<file path="config.mk">
export PLATFORM = sky130hd
export DESIGN_NAME = simon_game_ctrl
export DESIGN_NICKNAME = d
export VERILOG_FILES = /design/src/rtl/simon_pkg.sv /design/src/rtl/simon_seq_mem.sv /design/src/rtl/simon_game_ctrl.sv
export SDC_FILE = /design/constraint.sdc
export NUM_CORES = 1
export LEC_CHECK = 0
export CAP_MARGIN = 20
export CELL_PAD_IN_SITES_DETAIL_PLACEMENT = 0
export CELL_PAD_IN_SITES_GLOBAL_PLACEMENT = 1
export CORE_MARGIN = 5
export CORE_UTILIZATION = 50
export CTS_CLUSTER_SIZE = 16
export DETAILED_ROUTE_END_ITERATION = 12
export PLACE_DENSITY = 0.93
export SYNTH_ARGS = -nofsm -noshare
export SYNTH_HDL_FRONTEND = slang
export SYNTH_SLANG_ARGS = --single-unit
</file>
<file path="constraint.sdc">
create_clock -name clk -period 10.8 [get_ports clk]
set_input_delay 3.24 -clock clk [delete_from_list [all_inputs] [get_ports clk]]
set_output_delay 3.24 -clock clk [all_outputs]
set_load 0.02 [all_outputs]
</file>
<file path="src/rtl/simon_pkg.sv">
// Shared types, width helpers and default timing for the Simon game controller.
package simon_pkg;

  typedef enum logic [2:0] {
    ST_IDLE,
    ST_EXTEND,
    ST_PLAY_ON,
    ST_PLAY_OFF,
    ST_WAIT_IN,
    ST_WAIT_REL,
    ST_LOSE,
    ST_WIN
  } state_t;

  localparam int unsigned DEF_N_BTN          = 4;
  localparam int unsigned DEF_MAX_LEN        = 32;
  localparam int unsigned DEF_TONE_CYCLES    = 37_500_000;
  localparam int unsigned DEF_GAP_CYCLES     = 12_500_000;
  localparam int unsigned DEF_TIMEOUT_CYCLES = 250_000_000;
  localparam int unsigned DEF_END_CYCLES     = 100_000_000;

  function automatic int unsigned cw_of(input int unsigned n);
    return (n < 2) ? 1 : $clog2(n);
  endfunction

  function automatic int unsigned lw_of(input int unsigned m);
    return $clog2(m + 1);
  endfunction

  function automatic int unsigned max_of(input int unsigned a, input int unsigned b);
    return (a > b) ? a : b;
  endfunction

  function automatic int unsigned tw_of(input int unsigned a, input int unsigned b,
                                        input int unsigned c, input int unsigned d);
    return cw_of(max_of(max_of(a, b), max_of(c, d)));
  endfunction

endpackage

</file>
<file path="src/rtl/simon_seq_mem.sv">
// Colour sequence store: one synchronous write port, one asynchronous read port.
module simon_seq_mem
  import simon_pkg::*;
#(
  parameter int unsigned DEPTH = DEF_MAX_LEN,
  parameter int unsigned WIDTH = 2
) (
  input  logic                       clk,
  input  logic                       i_we,
  input  logic [cw_of(DEPTH)-1:0]    i_waddr,
  input  logic [WIDTH-1:0]           i_wdata,
  input  logic [cw_of(DEPTH)-1:0]    i_raddr,
  output logic [WIDTH-1:0]           o_rdata
);

  logic [WIDTH-1:0] r_mem [DEPTH];

  always_ff @(posedge clk) begin
    if (i_we) r_mem[i_waddr] <= i_wdata;
  end

  assign o_rdata = r_mem[i_raddr];

endmodule

</file>
<file path="src/rtl/simon_game_ctrl.sv">
// Simon round sequencer: extends, replays and checks a stored colour sequence.
module simon_game_ctrl
  import simon_pkg::*;
#(
  parameter int unsigned N_BTN          = DEF_N_BTN,
  parameter int unsigned MAX_LEN        = DEF_MAX_LEN,
  parameter int unsigned TONE_CYCLES    = DEF_TONE_CYCLES,
  parameter int unsigned GAP_CYCLES     = DEF_GAP_CYCLES,
  parameter int unsigned TIMEOUT_CYCLES = DEF_TIMEOUT_CYCLES,
  parameter int unsigned END_CYCLES     = DEF_END_CYCLES
) (
  input  logic                        clk,
  input  logic                        reset,
  input  logic                        start,
  input  logic                        speedup,
  input  logic [N_BTN-1:0]            btn_held,
  input  logic [cw_of(N_BTN)-1:0]     rand_val,
  output logic                        rand_step,
  output logic [cw_of(N_BTN)-1:0]     color,
  output logic                        color_en,
  output logic                        lose_tone,
  output logic                        win_flag,
  output logic [lw_of(MAX_LEN)-1:0]   score,
  output logic                        busy
);

  localparam int unsigned CW = cw_of(N_BTN);
  localparam int unsigned LW = lw_of(MAX_LEN);
  localparam int unsigned AW = cw_of(MAX_LEN);
  localparam int unsigned TW = tw_of(TONE_CYCLES, GAP_CYCLES, TIMEOUT_CYCLES, END_CYCLES);

  localparam logic [TW-1:0] GAP_LAST     = TW'(GAP_CYCLES - 1);
  localparam logic [TW-1:0] TIMEOUT_LAST = TW'(TIMEOUT_CYCLES - 1);
  localparam logic [TW-1:0] END_LAST     = TW'(END_CYCLES - 1);
  localparam logic [LW-1:0] MAX_LEN_L    = LW'(MAX_LEN);

  state_t          r_state, w_nxt_state;
  logic [TW-1:0]   r_timer, w_tone_last;
  logic [LW-1:0]   r_score, r_len, r_idx;
  logic [LW-1:0]   w_nxt_score, w_nxt_len, w_nxt_idx, w_idx_inc;
  logic [CW-1:0]   r_pressed, w_nxt_pressed, w_btn_code, w_rdata, w_play_color;
  logic [1:0]      r_shift, w_sel_shift;
  logic [AW-1:0]   w_raddr;
  logic [N_BTN-1:0] w_press_mask;
  logic            w_more, w_one, w_none, w_extra, w_we;
  logic            r_rand_step, r_color_en, r_lose_tone, r_win_flag, r_busy;
  logic [CW-1:0]   r_color;

  assign w_idx_inc    = r_idx + 1'b1;
  assign w_more       = (w_idx_inc < r_len);
  assign w_one        = $onehot(btn_held);
  assign w_none       = (btn_held == '0);
  assign w_press_mask = N_BTN'(1) << r_pressed;
  assign w_extra      = |(btn_held & ~w_press_mask);
  assign w_tone_last  = TW'((TONE_CYCLES >> r_shift) - 1);
  assign w_we         = (r_state == ST_EXTEND);

  always_comb begin
    w_btn_code = '0;
    for (int unsigned i = 0; i < N_BTN; i++)
      if (btn_held[i]) w_btn_code = CW'(i);
  end

  always_comb begin
    w_sel_shift = 2'd0;
    if (speedup) begin
      if (32'(r_score) >= 32'd16)     w_sel_shift = 2'd2;
      else if (32'(r_score) >= 32'd8) w_sel_shift = 2'd1;
    end
  end

  // Read address tracks the entry the outputs need on the next edge.
  always_comb begin
    w_raddr = AW'(r_idx);
    if (r_state == ST_EXTEND)                  w_raddr = '0;
    else if (r_state == ST_PLAY_OFF && w_more) w_raddr = AW'(w_idx_inc);
  end

  simon_seq_mem #(
    .DEPTH (MAX_LEN),
    .WIDTH (CW)
  ) u_seq_mem (
    .clk     (clk),
    .i_we    (w_we),
    .i_waddr (AW'(r_len)),
    .i_wdata (rand_val),
    .i_raddr (w_raddr),
    .o_rdata (w_rdata)
  );

  // First round: seq[0] is written on the same edge it is first shown.
  assign w_play_color = (r_state == ST_EXTEND && r_len == '0) ? rand_val : w_rdata;

  always_comb begin
    w_nxt_state   = r_state;
    w_nxt_score   = r_score;
    w_nxt_len     = r_len;
    w_nxt_idx     = r_idx;
    w_nxt_pressed = r_pressed;
    case (r_state)
      ST_IDLE: if (start) begin
        w_nxt_score = '0;
        w_nxt_len   = '0;
        w_nxt_idx   = '0;
        w_nxt_state = ST_EXTEND;
      end
      ST_EXTEND: begin
        w_nxt_len   = r_len + 1'b1;
        w_nxt_idx   = '0;
        w_nxt_state = ST_PLAY_ON;
      end
      ST_PLAY_ON: if (r_timer == w_tone_last) w_nxt_state = ST_PLAY_OFF;
      ST_PLAY_OFF: if (r_timer == GAP_LAST) begin
        if (w_more) begin
          w_nxt_idx   = w_idx_inc;
          w_nxt_state = ST_PLAY_ON;
        end else begin
          w_nxt_idx   = '0;
          w_nxt_state = ST_WAIT_IN;
        end
      end
      ST_WAIT_IN: begin
        if (w_one) begin
          w_nxt_pressed = w_btn_code;
          w_nxt_state   = ST_WAIT_REL;
        end else if (!w_none || r_timer == TIMEOUT_LAST) begin
          w_nxt_state = ST_LOSE;
        end
      end
      ST_WAIT_REL: begin
        if (w_extra) w_nxt_state = ST_LOSE;
        else if (w_none) begin
          if (r_pressed != w_rdata) w_nxt_state = ST_LOSE;
          else if (w_more) begin
            w_nxt_idx   = w_idx_inc;
            w_nxt_state = ST_WAIT_IN;
          end else begin
            w_nxt_score = r_score + 1'b1;
            w_nxt_state = (w_nxt_score == MAX_LEN_L) ? ST_WIN : ST_EXTEND;
          end
        end
      end
      ST_LOSE: if (r_timer == END_LAST) w_nxt_state = ST_IDLE;
      ST_WIN:  if (r_timer == END_LAST) w_nxt_state = ST_IDLE;
      default: w_nxt_state = ST_IDLE;
    endcase
  end

  always_ff @(posedge clk or posedge reset) begin
    if (reset) begin
      r_state     <= ST_IDLE;
      r_timer     <= '0;
      r_score     <= '0;
      r_len       <= '0;
      r_idx       <= '0;
      r_pressed   <= '0;
      r_shift     <= '0;
      r_rand_step <= 1'b0;
      r_color     <= '0;
      r_color_en  <= 1'b0;
      r_lose_tone <= 1'b0;
      r_win_flag  <= 1'b0;
      r_busy      <= 1'b0;
    end else begin
      r_state   <= w_nxt_state;
      r_timer   <= (w_nxt_state != r_state) ? '0 : r_timer + 1'b1;
      r_score   <= w_nxt_score;
      r_len     <= w_nxt_len;
      r_idx     <= w_nxt_idx;
      r_pressed <= w_nxt_pressed;
      if (w_nxt_state == ST_PLAY_ON && r_state != ST_PLAY_ON) r_shift <= w_sel_shift;
      r_rand_step <= (w_nxt_state == ST_EXTEND);
      r_color_en  <= (w_nxt_state == ST_PLAY_ON) || (w_nxt_state == ST_WAIT_REL);
      r_color     <= (w_nxt_state == ST_PLAY_ON)  ? w_play_color :
                     (w_nxt_state == ST_WAIT_REL) ? w_nxt_pressed : '0;
      r_lose_tone <= (w_nxt_state == ST_LOSE);
      r_win_flag  <= (w_nxt_state == ST_WIN);
      r_busy      <= (w_nxt_state != ST_IDLE);
    end
  end

  assign rand_step = r_rand_step;
  assign color     = r_color;
  assign color_en  = r_color_en;
  assign lose_tone = r_lose_tone;
  assign win_flag  = r_win_flag;
  assign score     = r_score;
  assign busy      = r_busy;

endmodule

</file>
==> run_summary.xml <==
<?xml version="1.0" encoding="UTF-8"?>
<metrics>
  <group name="yosys">
    <metric name="synth_flop_cell" unit="">sky130_fd_sc_hd__edfxtp_1</metric>
    <metric name="yosys_register_bits" unit="">124</metric>
    <metric name="synth.largest_area_cell" unit="">sky130_fd_sc_hd__edfxtp_1</metric>
    <metric name="synth.cell_area" unit="mm2">0.007770</metric>
    <metric name="syn-instance-count" unit="">807</metric>
    <metric name="post_synth_main_area_contributors" unit="">sky130_fd_sc_hd__edfxtp_1 25%, sky130_fd_sc_hd__dfrtp_1 19%, sky130_fd_sc_hd__ha_1 3.9%</metric>
    <metric name="synth_fp_nets" unit="">842</metric>
    <metric name="synth-edff-count" unit="">64</metric>
    <metric name="synth_top_cell_area_share" unit="%">24.73</metric>
    <metric name="avg_inst_size_synth" unit="um2">9.628</metric>
    <metric name="synthesis.yosys.warnings" unit="">0</metric>
    <metric name="yosysUniqueCellTypes" unit="">83</metric>
    <metric name="synth.yosys.seq_area_share" unit="%">44.06</metric>
    <metric name="asyncSetResetFlopFracSynth" unit="%">48.39</metric>
  </group>
  <group name="drt">
    <metric name="first_pass_iters" unit="">6</metric>
    <metric name="drt-initial-drc-count" unit="">682</metric>
    <metric name="routed_wirelength" unit="mm">20.51</metric>
    <metric name="num_vias" unit="">6599</metric>
    <metric name="drt-wirelength-per-cell" unit="um">20.37</metric>
    <metric name="post_drt_via_cell_ratio" unit="">6.553</metric>
    <metric name="antenna_violating_nets_post_route" unit="">0</metric>
    <metric name="drc_errors" unit="">0</metric>
  </group>
  <group name="critical_path">
    <metric name="worstPathMaxFanout" unit="">28</metric>
    <metric name="slowest_delay" unit="ns">0.91</metric>
    <metric name="worst_setup_path_start_kind" unit="">register</metric>
    <metric name="critical-path-top-cell-by-count" unit="">sky130_fd_sc_hd__ha_1</metric>
    <metric name="critical_path_arrival" unit="ns">7.56</metric>
    <metric name="worstPathBufferInverterCount" unit="">0</metric>
    <metric name="highest_delay_cell_along_the_critical_path" unit="">sky130_fd_sc_hd__dfrtp_1</metric>
    <metric name="worstReg2RegEnd" unit="">r_timer[27]$_DFF_PP0_</metric>
    <metric name="worstSetupPathType" unit="">register to register</metric>
    <metric name="r2r-start" unit="">r_idx[1]$_DFFE_PP0P_</metric>
    <metric name="critical-path-top-delay-family" unit="">compound AO/OA/AOI/OAI gates</metric>
    <metric name="crit_path_end_kind" unit="">register</metric>
    <metric name="cp_data_required_time" unit="ns">11.11</metric>
    <metric name="worst_path_cell_trace" unit="">ha_1 &gt; ha_1 &gt; a21boi_1 &gt; o2111a_1 &gt; o21ai_1 &gt; a21oi_1 &gt; o211ai_1 &gt; o211a_1 &gt; or4_4 &gt; and3_4 &gt; nor4b_4 &gt; a41o_1 &gt; o2111ai_4 &gt; nor3_1</metric>
    <metric name="cells_on_worst_reg2reg_path" unit="">14</metric>
    <metric name="timing.reg2reg.setup_slack" unit="ns">3.56</metric>
  </group>
  <group name="placed_design">
    <metric name="portBuffers" unit="">22</metric>
    <metric name="place_ws" unit="ns">3.541</metric>
    <metric name="finalWeightedCongestion" unit="">0.9067</metric>
    <metric name="dp.final_hpwl" unit="mm">13.90</metric>
  </group>
  <group name="finish">
    <metric name="finalNetCount" unit="">841</metric>
    <metric name="diodes" unit="">0</metric>
    <metric name="multi_input_comb_area" unit="mm2">0.004008</metric>
    <metric name="area.sequential" unit="mm2">0.003423</metric>
    <metric name="layout.core_utilization" unit="%">56.81</metric>
    <metric name="flow.area_growth_from_synthesis" unit="%">11.14</metric>
    <metric name="final_cell_mix" unit="">80 x sky130_fd_sc_hd__nor2_1, 67 x sky130_fd_sc_hd__nand2_1, 64 x sky130_fd_sc_hd__edfxtp_1, 60 x sky130_fd_sc_hd__dfrtp_1, 42 x sky130_fd_sc_hd__o21ai_0</metric>
    <metric name="post_route_cells_drive_above_1_share" unit="%">10.26</metric>
    <metric name="nFillCells" unit="">1323</metric>
    <metric name="layout_commonest_cell" unit="">sky130_fd_sc_hd__nor2_1</metric>
  </group>
  <group name="clocking">
    <metric name="post_cts_resized" unit="">0</metric>
    <metric name="post-cts-setup-buffer-count" unit="">0</metric>
    <metric name="cts-buffers-inserted" unit="">17</metric>
    <metric name="root_buffer_cell" unit="">sky130_fd_sc_hd__clkbuf_16</metric>
    <metric name="tritoncts" unit="">built</metric>
    <metric name="count_of_h_tree_levels_built_during_cts" unit="">4</metric>
    <metric name="clockBufferDepth" unit="">2</metric>
    <metric name="clk_pin_slew_worst_paths" unit="ns">0.06</metric>
    <metric name="cts.sinks" unit="">124</metric>
    <metric name="cts.hold.buffers_added" unit="">0</metric>
    <metric name="clkLatencyLatePin" unit="ns">0.42</metric>
  </group>
  <group name="power_and_ir_drop">
    <metric name="vdd_ir_drop_max" unit="V">0.0001151</metric>
    <metric name="p_leak" unit="nW">3.217</metric>
    <metric name="p_per_area" unit="mW/mm2">128.8</metric>
    <metric name="power" unit="mW">1.113</metric>
  </group>
  <group name="grt">
    <metric name="grt_antenna_before_repair" unit="">0</metric>
    <metric name="first_pass_grt_wire_length" unit="mm">33.58</metric>
    <metric name="grt_pass1_vias" unit="">6381</metric>
    <metric name="grt_overflow" unit="">0</metric>
    <metric name="grtUsageTotal" unit="%">23.16</metric>
    <metric name="pin_count_of_the_biggest_net_entering_global_routing" unit="">61</metric>
  </group>
  <group name="floorplanning">
    <metric name="fp.dieW" unit="um">134.7</metric>
    <metric name="initial_core_util" unit="%">51.11</metric>
    <metric name="area_of_the_die" unit="mm2">0.01813</metric>
    <metric name="std_cell_rows" unit="">45</metric>
    <metric name="die_height" unit="um">134.7</metric>
    <metric name="num_io_pins" unit="">23</metric>
    <metric name="core-area" unit="mm2">0.01520</metric>
  </group>
  <group name="sta">
    <metric name="post_route_clock_skew" unit="ns">0.01713</metric>
    <metric name="timing_max_transition_violations_final" unit="">0</metric>
    <metric name="finalHoldViolCount" unit="">0</metric>
    <metric name="max_slew.worst_pin.slew" unit="ns">1.088</metric>
    <metric name="crit_path_setup_slack_layout" unit="ns">3.555</metric>
    <metric name="whs" unit="ns">0.5062</metric>
    <metric name="setup_viol" unit="">0</metric>
    <metric name="setup_repair_after_global_routing_missed_its_margin" unit="">no</metric>
    <metric name="timing.final.crit_period" unit="ns">7.245</metric>
    <metric name="setup-tns-final" unit="ns">0</metric>
    <metric name="slew-limit-headroom" unit="%">27.44</metric>
    <metric name="timing.fmax" unit="GHz">0.1380</metric>
    <metric name="period_share" unit="%">67.08</metric>
  </group>
  <group name="run">
    <metric name="drv.max_cap_violation_count" unit="">0</metric>
  </group>
  <group name="worst_hold_path">
    <metric name="timing.hold.worst.start" unit="">r_timer[0]$_DFF_PP0_</metric>
    <metric name="hp-class" unit="">register to register</metric>
    <metric name="whs_path_depth" unit="">1</metric>
    <metric name="min_delay_worst_endpoint" unit="">r_timer[0]$_DFF_PP0_</metric>
  </group>
  <group name="outcome">
    <metric name="result_of_the_run" unit="">completed</metric>
  </group>
</metrics>
-- power by group --
group	switching (mW)	internal, mW	leakage [nW]	total, mW
sequential	0.00491	0.502	1.33	0.506
clock	0.218	0.324	0.265	0.542
combinational	0.0416	0.0230	1.62	0.0646
total	0.264	0.848	3.22	1.11
-- flip-flops by register name, summed over array words and instances, names as in the netlist --
| signal | cells |
|---|---|
| r_timer | 28 |
| color_en | 1 |
| color | 2 |
| win_flag | 1 |
| r_pressed | 2 |
| r_idx | 6 |
| r_state | 3 |
| rand_step | 1 |
| lose_tone | 1 |
| r_shift | 2 |
| busy | 1 |
| u_seq_mem.r_mem | 64 |
| score | 6 |
| r_len | 6 |
-- metal layers --
layer  vias to the layer above  wire length, um  track usage [%]  share of wire, %
met1                      3246             8802            30.99                43
met3                        44             1253            4.881               6.1
li1                       3018                -                -                 -
met2                       291             9954            36.91                49
met4                         0              497            9.276               2.4
met5                         -                0                0                 0
-- metrics by stage --
stage / area [um2] / instances
CTS: 8608 / 1006
floorplan: 7770 / 807
detailed placement: 8048 / 974
finish: 8636 / 1007
global route: 8636 / 1007
global placement: 8048 / 974
-- cells by family after synthesis --
kind of cell,after synthesis,synth area share [%]
buffers and inverters,80,4.364
AND/OR/NAND/NOR,322,22.54
AO/OA/AOI/OAI,201,18.44
XOR/XNOR,40,4.509
multiplexers,15,1.964
flip-flops,124,44.06
adder cells (fa/ha/maj),25,4.122
-- worst max path at each step --
stage / startpoint / to / slack, ns / cells past startpoint
after floorplan: btn_held[0] / r_timer[10]$_DFF_PP0_ / 4.84 / 15
after global placement: btn_held[0] / r_timer[1]$_DFF_PP0_ / 3.70 / 15
after detailed placement: btn_held[0] / r_timer[2]$_DFF_PP0_ / 3.54 / 15
after CTS: r_idx[1]$_DFFE_PP0P_ / r_timer[2]$_DFF_PP0_ / 3.65 / 14
after global routing: r_idx[1]$_DFFE_PP0P_ / r_timer[2]$_DFF_PP0_ / 3.05 / 14
final: r_idx[1]$_DFFE_PP0P_ / r_timer[27]$_DFF_PP0_ / 3.56 / 14
-- cells in the mapped netlist, types with 5 or more instances --
library cell                number
sky130_fd_sc_hd__buf_1           5
sky130_fd_sc_hd__ha_1           24
sky130_fd_sc_hd__o211ai_1       12
sky130_fd_sc_hd__edfxtp_1       64
sky130_fd_sc_hd__a21oi_1        34
sky130_fd_sc_hd__nor3b_1         9
sky130_fd_sc_hd__o221ai_1        5
sky130_fd_sc_hd__xor2_1         17
sky130_fd_sc_hd__nand4_1        19
sky130_fd_sc_hd__a2111oi_0       7
sky130_fd_sc_hd__buf_2           7
sky130_fd_sc_hd__nor2_1         80
sky130_fd_sc_hd__mux2i_1        13
sky130_fd_sc_hd__clkbuf_1       31
sky130_fd_sc_hd__and3_1         14
sky130_fd_sc_hd__nor2b_1         9
sky130_fd_sc_hd__a31oi_1        17
sky130_fd_sc_hd__inv_1          31
sky130_fd_sc_hd__xnor2_1        23
sky130_fd_sc_hd__nand2_1        67
sky130_fd_sc_hd__nand3_1        36
sky130_fd_sc_hd__o21ai_0        42
sky130_fd_sc_hd__or3_1           5
sky130_fd_sc_hd__a211oi_1       12
sky130_fd_sc_hd__nor3_2         21
sky130_fd_sc_hd__dfrtp_1        60
sky130_fd_sc_hd__nor4_1          6
sky130_fd_sc_hd__nor3_1         24
sky130_fd_sc_hd__o22a_1          5
-- worst register-to-register path, delay by kind of cell (launching register included) --
kind / cells / cell delay [ns]
AOI/OAI and AO/OA: 8 / 3.49
adders and majority gates: 2 / 1.08
DFF: 1 / 0.91
and+or+nand+nor: 4 / 1.67
-- final cells by class --
type                            instances  area share, %
Clock buffer                           20          5.172
Clock inverter                         12          1.318
Inverter                               31          1.347
Multi-Input combinational cell        603          46.41
Sequential cell                       124          39.64
Tap cell                              188          2.724
Timing Repair Buffer                   29          3.390
Power figures use the tool's default switching activity.
